$ cat config.mk
export PLATFORM = sky130hd
export DESIGN_NAME = register_file
export DESIGN_NICKNAME = d
export VERILOG_FILES = /design/src/rtl/regfile_pkg.sv /design/src/rtl/regfile_scoreboard.sv /design/src/rtl/register_file.sv
export SDC_FILE = /design/constraint.sdc
export NUM_CORES = 1
export LEC_CHECK = 0
export BUFFER_PORTS_ARGS = -buffer_cell sky130_fd_sc_hd__buf_2
export CAP_MARGIN = 20
export CELL_PAD_IN_SITES_DETAIL_PLACEMENT = 1
export CELL_PAD_IN_SITES_GLOBAL_PLACEMENT = 1
export CORE_ASPECT_RATIO = 1.75
export CORE_MARGIN = 4
export CORE_UTILIZATION = 35
export DETAILED_ROUTE_END_ITERATION = 7
export GPL_TIMING_DRIVEN = 0
export PLACE_DENSITY = 0.63
export SETUP_SLACK_MARGIN = 0.15
export SYNTH_ARGS = -nofsm -noshare
export SYNTH_HDL_FRONTEND = slang
export SYNTH_SLANG_ARGS = --single-unit
export TNS_END_PERCENT = 1
$ cat constraint.sdc
create_clock -name clock -period 37.1 [get_ports clock]
set_input_delay 7.42 -clock clock [delete_from_list [all_inputs] [get_ports clock]]
set_output_delay 7.42 -clock clock [all_outputs]
set_load 0.005 [all_outputs]
$ cat src/rtl/regfile_pkg.sv
// Shared constants, index type and index-validity helper for the register file slice.
package regfile_pkg;

   localparam int DEF_DATA_WIDTH = 32;
   localparam int DEF_REG_COUNT  = 16;
   localparam int DEF_ADDR_WIDTH = 4;

   typedef logic [DEF_ADDR_WIDTH-1:0] reg_idx_t;

   localparam int unsigned R_ZERO = 0;

   // An index names real storage only if it exists and is not the hardwired-zero slot.
   function automatic logic idx_valid(input int unsigned idx,
                                      input int unsigned reg_count,
                                      input logic        r0_zero);
      return (idx < reg_count) && !(r0_zero && (idx == R_ZERO));
   endfunction

endpackage

$ cat src/rtl/regfile_scoreboard.sv
// Per-register busy bits tracking issued-but-not-written-back producers.
module regfile_scoreboard
   import regfile_pkg::*;
#(
   parameter int REG_COUNT  = DEF_REG_COUNT,
   parameter int ADDR_WIDTH = DEF_ADDR_WIDTH,
   parameter bit R0_ZERO    = 1'b1
) (
   input  logic                  clock,
   input  logic                  clear,
   input  logic                  flush,
   input  logic                  sb_set,
   input  logic [ADDR_WIDTH-1:0] sb_addr,
   input  logic                  wb_en,
   input  logic [ADDR_WIDTH-1:0] wb_addr,
   input  logic [ADDR_WIDTH-1:0] rd_addr_a,
   input  logic [ADDR_WIDTH-1:0] rd_addr_b,
   input  logic                  mask_a,
   input  logic                  mask_b,
   output logic                  busy_a,
   output logic                  busy_b
);

   logic [REG_COUNT-1:0] busy;
   logic                 set_ok;

   assign set_ok = sb_set && idx_valid(32'(sb_addr), REG_COUNT, R0_ZERO);

   // flush beats set beats writeback; set and writeback on the same index leaves the bit set
   always_ff @(posedge clock or posedge clear) begin
      if (clear) begin
         busy <= '0;
      end else if (flush) begin
         busy <= '0;
      end else begin
         for (int i = 0; i < REG_COUNT; i++) begin
            if (set_ok && (sb_addr == ADDR_WIDTH'(i)))
               busy[i] <= 1'b1;
            else if (wb_en && (wb_addr == ADDR_WIDTH'(i)))
               busy[i] <= 1'b0;
         end
      end
   end

   always_comb begin
      busy_a = 1'b0;
      busy_b = 1'b0;
      for (int i = 0; i < REG_COUNT; i++) begin
         if (rd_addr_a == ADDR_WIDTH'(i)) busy_a = busy[i];
         if (rd_addr_b == ADDR_WIDTH'(i)) busy_b = busy[i];
      end
      if (mask_a) busy_a = 1'b0;
      if (mask_b) busy_b = 1'b0;
   end

endmodule

$ cat src/rtl/register_file.sv
// Multi-entry register file: two combinational read ports, one clocked write port,
// optional hardwired R0, write-to-read bypass and a busy scoreboard.
module register_file
   import regfile_pkg::*;
#(
   parameter int                    DATA_WIDTH = DEF_DATA_WIDTH,
   parameter int                    REG_COUNT  = DEF_REG_COUNT,
   parameter int                    ADDR_WIDTH = DEF_ADDR_WIDTH,
   parameter bit                    R0_ZERO    = 1'b1,
   parameter bit                    BYPASS     = 1'b1,
   parameter logic [DATA_WIDTH-1:0] INIT       = '0
) (
   input  logic                  clock,
   input  logic                  clear,
   input  logic                  wr_en,
   input  logic [ADDR_WIDTH-1:0] wr_addr,
   input  logic [DATA_WIDTH-1:0] wr_data,
   input  logic [ADDR_WIDTH-1:0] rd_addr_a,
   input  logic [ADDR_WIDTH-1:0] rd_addr_b,
   output logic [DATA_WIDTH-1:0] rd_data_a,
   output logic [DATA_WIDTH-1:0] rd_data_b,
   input  logic                  sb_set,
   input  logic [ADDR_WIDTH-1:0] sb_addr,
   input  logic                  flush,
   output logic                  busy_a,
   output logic                  busy_b
);

   logic [REG_COUNT-1:0][DATA_WIDTH-1:0] regs;
   logic                                 wr_ok;
   logic                                 byp_a;
   logic                                 byp_b;

   assign wr_ok = wr_en && idx_valid(32'(wr_addr), REG_COUNT, R0_ZERO);
   assign byp_a = BYPASS && wr_ok && (wr_addr == rd_addr_a);
   assign byp_b = BYPASS && wr_ok && (wr_addr == rd_addr_b);

   // R0 is reset to zero and never selected by wr_ok, so it stays zero.
   always_ff @(posedge clock or posedge clear) begin
      if (clear) begin
         for (int i = 0; i < REG_COUNT; i++)
            regs[i] <= (R0_ZERO && (i == R_ZERO)) ? '0 : INIT;
      end else begin
         for (int i = 0; i < REG_COUNT; i++)
            if (wr_ok && (wr_addr == ADDR_WIDTH'(i)))
               regs[i] <= wr_data;
      end
   end

   always_comb begin
      rd_data_a = '0;
      rd_data_b = '0;
      for (int i = 0; i < REG_COUNT; i++) begin
         if (rd_addr_a == ADDR_WIDTH'(i)) rd_data_a = regs[i];
         if (rd_addr_b == ADDR_WIDTH'(i)) rd_data_b = regs[i];
      end
      if (R0_ZERO && (rd_addr_a == ADDR_WIDTH'(R_ZERO))) rd_data_a = '0;
      if (R0_ZERO && (rd_addr_b == ADDR_WIDTH'(R_ZERO))) rd_data_b = '0;
      if (byp_a) rd_data_a = wr_data;
      if (byp_b) rd_data_b = wr_data;
   end

   // Forwarded reads must not stall on the producer being retired this very cycle.
   regfile_scoreboard #(
      .REG_COUNT  (REG_COUNT),
      .ADDR_WIDTH (ADDR_WIDTH),
      .R0_ZERO    (R0_ZERO)
   ) u_sb (
      .clock     (clock),
      .clear     (clear),
      .flush     (flush),
      .sb_set    (sb_set),
      .sb_addr   (sb_addr),
      .wb_en     (wr_ok),
      .wb_addr   (wr_addr),
      .rd_addr_a (rd_addr_a),
      .rd_addr_b (rd_addr_b),
      .mask_a    (byp_a),
      .mask_b    (byp_b),
      .busy_a    (busy_a),
      .busy_b    (busy_b)
   );

endmodule
Word-level counts from Yosys, hierarchy flattened
Cells that the tools add are included.
Widths: inputs -> output; s select.
- word-level logic and storage cells: 252
- bits in writable memories: 0
- input bits: 53
- latch bits: 0
- memories kept: 0
- bits in read-only memories: 0
- register bits after elaboration: 496
- bitwise operators: 0
- eq/ne operators: 62
- divide/modulo/power cells: 0
- $mul: 0
- shift-type cells: 0
- reductions and logical operators: 58
- $add $sub $neg: 0
- magnitude comparators: 0
- multiplexer cells: 101
- operators with widths (kind ; number):
    $mux 32 ; 34
    $eq 4x4->1 const B ; 32
    $mux 1 ; 66
    $eq 4x3->1 const B ; 16
    $reduce_bool 3->1 ; 16
    $logic_and 1x1->1 ; 36
    $eq 4x2->1 const B ; 8
    $eq 4x1->1 const B ; 4
    $logic_not 4->1 ; 4
    $mux 16 ; 1
    $eq 4x4->1 ; 2
    $logic_not 1->1 ; 2

Logic depth before layout (Yosys ltp)
- depth after elaboration: 18
- gate-level depth with buffers: 10

By module
A second synthesis with hierarchy kept.
- cells, all modules: 2806
- area, all modules: 29791.1 um^2
- by module, submodules not included (module ; cells an instance ; seq. area each (um^2) ; times used ; area each (um^2)):
    register_file ; 2691 ; 12011.5 ; 1 ; 28710.0
    regfile_scoreboard ; 115 ; 400.4 ; 1 ; 1081.0

Worst setup path before layout
Ideal clock, no wire load.
- path type: input to output
- start point: in wr_addr[1]
- end point: out rd_data_b[31]
- stages: 7
- arrival time: 8852 ps
- slack: 20828 ps
- required time: 29680 ps
- path buffers: 2
- cell sequence: buf_2 > o41a_1 > and3_4 > and2_4 > buf_6 > nor4_1 > a21o_1
- word-level cells in the longest chain between the ends: 5
- elaborated cells between the ends (all ways): 6
- ends and longest elaborated chain (what ; line ; RTL):
    start, declared ; register_file.sv:16 ; input logic [ADDR_WIDTH-1:0] wr_addr,
    $logic_not 4->1 ; regfile_pkg.sv:16 ; return (idx < reg_count) && !(r0_zero && (idx == R_ZERO));
    $logic_not 1->1 ; regfile_pkg.sv:16 ;
    $logic_and 1x1->1 ; register_file.sv:34 ; assign wr_ok = wr_en && idx_valid(32'(wr_addr), REG_COUNT, R0_ZERO);
    $logic_and 1x1->1 * ; register_file.sv:36 ; assign byp_b = BYPASS && wr_ok && (wr_addr == rd_addr_b);
    $mux 32 * ; register_file.sv:60 ; if (byp_b) rd_data_b = wr_data;
    end, declared ; register_file.sv:21 ; output logic [DATA_WIDTH-1:0] rd_data_b,
Mark *: on every way between the ends. The rest lies on a longest branch, timed or not.

Final worst setup path
- start point: in rd_addr_a[1]
- end point: out rd_data_a[14]
- word-level cells in the longest chain between the ends: 18
- elaborated cells between the ends (all ways): 35
- ends and longest elaborated chain (what ; line ; RTL):
    start, declared ; register_file.sv:18 ; input logic [ADDR_WIDTH-1:0] rd_addr_a,
    $eq 4x1->1 ; register_file.sv:54 ; if (rd_addr_a == ADDR_WIDTH'(i)) rd_data_a = regs[i];
    $mux 32 (15 in series) ; register_file.sv:54 ;
    $mux 32 ; register_file.sv:57 ; if (R0_ZERO && (rd_addr_a == ADDR_WIDTH'(R_ZERO))) rd_data_a = '0;
    $mux 32 * ; register_file.sv:59 ; if (byp_a) rd_data_a = wr_data;
    end, declared ; register_file.sv:20 ; output logic [DATA_WIDTH-1:0] rd_data_a,
Marked as above.

==> flow_metrics.tcl <==
set metrics [dict create \
    first_global_vias 29695 \
    cp.required_ns 29.68 \
    ys_ff_latch 496 \
    route.detailed.drc 0 \
    area_growth_pct 15.9 \
    cp-end-kind "output port" \
    min-delay-start "regs[274]" \
    switching_power_mw 0.662 \
    use_met2_pct 72.1 \
    antenna_found_initial 35 \
    async_flop_share_pct 100 \
    rr_endpoint "regs[243]" \
    period_share_pct 50.8 \
    synth_area_sq_um 29200 \
    hpwl_mm 154 \
    slew_headroom_pct 8.63 \
    pwr-share-comb_pct 26.0 \
    syn_inst 2701 \
    vdd_ir_drop_max_uv 39.7 \
    power.internal_mw 1.17 \
    yosys.area.top_type "dfrtp_1" \
    final_hold_viol_count 0 \
    p_sw_share_pct 36.1 \
    grt_overflow 0 \
    cp_max_fo 13 \
    worst_pin_slew_ns 1.37 \
    ios 119 \
    ys_warn_count 0 \
    reg2reg_from "regs[243]" \
    synth-edff-count 0 \
    die_x_um 226 \
    drv_slew 0 \
    nets 2975 \
    clock-sinks 496 \
    rsz0062_at_grt "no" \
    fp.dieArea_sq_um 88400 \
    rrSetupSlack_ns 36.13 \
    rows 140 \
    cts_tree "built" \
    critPathLaunchType "input port" \
    ant_nets 0 \
    start_util_pct 35.2 \
    cts_max_level 2 \
    hold_slack_ns 0.520 \
    core_area_sq_um 83000 \
    seqCellArea_sq_um 12400 \
    seq_power_share_pct 43.6 \
    ys_seq_area_share_pct 42.4 \
    gp_congestion 1.08 \
    drtPass1Iterations 8 \
    avgSynthCellArea_sq_um 10.8 \
    port_buffers 110 \
    met1_usage_pct 54.5 \
    synth_area_leaders "dfrtp_1, mux2_2, mux2i_1" \
    status "finished clean" \
    grt_busiest_layer "met2" \
    viasPerCell 7.33 \
    multi_input_area_sq_um 15400 \
    cts_resized 0 \
    final_common_cell "mux2_2" \
    grt_start_max_net_pins 119 \
    p_leak_nw 14.2 \
    setup_viol 0 \
    cts_setup_buffers 0 \
    final_cell_mix "mux2_2, dfrtp_1, buf_2" \
    p_per_area_nw_per_um2 54.1 \
    detail_route.iter0.violations 4062 \
    whs_endpoint "regs[274]" \
    synth_top_area_share_pct 42.4 \
    cts_buffers 53 \
    clkLatencyLatePin_ns 0.65 \
    wl_per_cell_um 54.0 \
    hold_class "reg -> reg" \
    pre_cts_slack_ns 18.66 \
    ys_types 93 \
    vias 29765 \
    reg2reg_depth 1 \
    grt_pass1_wl_mm 285 \
    min_period_ns 18.86 \
    setup_slack_ns 18.24 \
    mappedNetlistNets 2754 \
    cts-root-buf "clkbuf_16" \
    max_freq_ghz 0.0530 \
    nFillCells 9120 \
    drv_cap 0 \
    crit_start "rd_addr_a[1]" \
    setup_tns_ns 0 \
    pwr-share-clk_pct 30.4 \
    clk_pin_slew_ns 0.08 \
    dominantRegCellSynth "dfrtp_1" \
    drive_above_1_share_pct 34.8 \
    routed_wl_mm 219 \
    holdPathStages 2 \
    crit_type "in -> out" \
    clock_skew_ns 0 \
    die_height_um 390 \
    arrival_ns 11.44 \
    grt_util_met3_pct 15.5 \
    clockBufferDepth 3 \
    cts-hold-fix-buffers 0 \
    grt_usage_pct 48.5 \
]
cell usage after synthesis (all sizes together), types with 21 or more instances:
| cell | number |
|---|---|
| a22oi | 44 |
| a21oi | 101 |
| a221oi | 54 |
| dfrtp | 496 |
| nand2b | 39 |
| a31oi | 21 |
| o22ai | 78 |
| o221ai | 48 |
| mux2i | 127 |
| o211ai | 27 |
| clkbuf | 93 |
| nor2 | 101 |
| nor2b | 39 |
| buf | 176 |
| nand2 | 173 |
| o21ai | 172 |
| nor3 | 23 |
| nand3 | 21 |
| inv | 25 |
| mux2 | 554 |
per-layer routing:
layer	up-vias	wire length (um)
li1	10695	-
met1	15376	76000
met2	2582	95200
met3	1110	21500
met4	2	26600
met5	-	17
through the flow:
step	utilization (%)	instance area, sq um	total power, mW	instances
floorplan	-	29200	1.02	2701
global placement	37.5	31100	1.23	3876
detailed placement	38.6	32100	1.26	3931
CTS	40.7	33800	1.81	4024
global route	40.7	33800	1.88	4028
finish	40.8	33900	1.83	4060
state kept, by name, indices dropped and copies added, names as in the netlist:
name / flops
regs: 480
u_sb.busy: 16
layout make-up:
| cell class | count | area share [%] |
|---|---|---|
| Antenna cell | 35 | 0.258 |
| Buffer | 269 | 4.09 |
| Clock buffer | 72 | 4.51 |
| Clock inverter | 21 | 0.587 |
| Inverter | 26 | 0.310 |
| Multi-Input combinational cell | 1910 | 45.4 |
| Sequential cell | 496 | 36.6 |
| Tap cell | 1065 | 3.93 |
| Timing Repair Buffer | 166 | 4.30 |
critical path: stages:
cell and delay (ns):
buf_2 0.12, buf_4 0.21, buf_4 0.26, buf_2 0.69, buf_2 0.83, nand2_1 0.65, o221ai_1 0.43, nor4_1 0.10
o31ai_1 0.48, buf_2 0.22
cells by family after synthesis:
logic type	share of synthesized area (%)
AO/OA/AOI/OAI	17.2
XOR/XNOR	0.240
buffers and inverters	5.04
flip-flops	42.4
multiplexers	27.0
AND/OR/NAND/NOR	8.06
power groups by stage:
stage                     registers (mW)  clock network (mW)  logic (mW)
final                              0.799               0.558       0.477
after global routing               0.804               0.580       0.490
after CTS                          0.791               0.561       0.458
after detailed placement           0.800                   0       0.456
after global placement             0.792                   0       0.435
after floorplan                    0.737                   0       0.283
worst max-delay path by stage:
stage                     slack [ns]            end
after CTS                      18.65  rd_data_b[19]
after global placement          9.41      regs[296]
after detailed placement       18.66  rd_data_b[19]
after floorplan                15.83      regs[100]
after global routing           18.49  rd_data_a[14]
final                          18.24  rd_data_a[14]
Power figures use the tool's default switching activity.
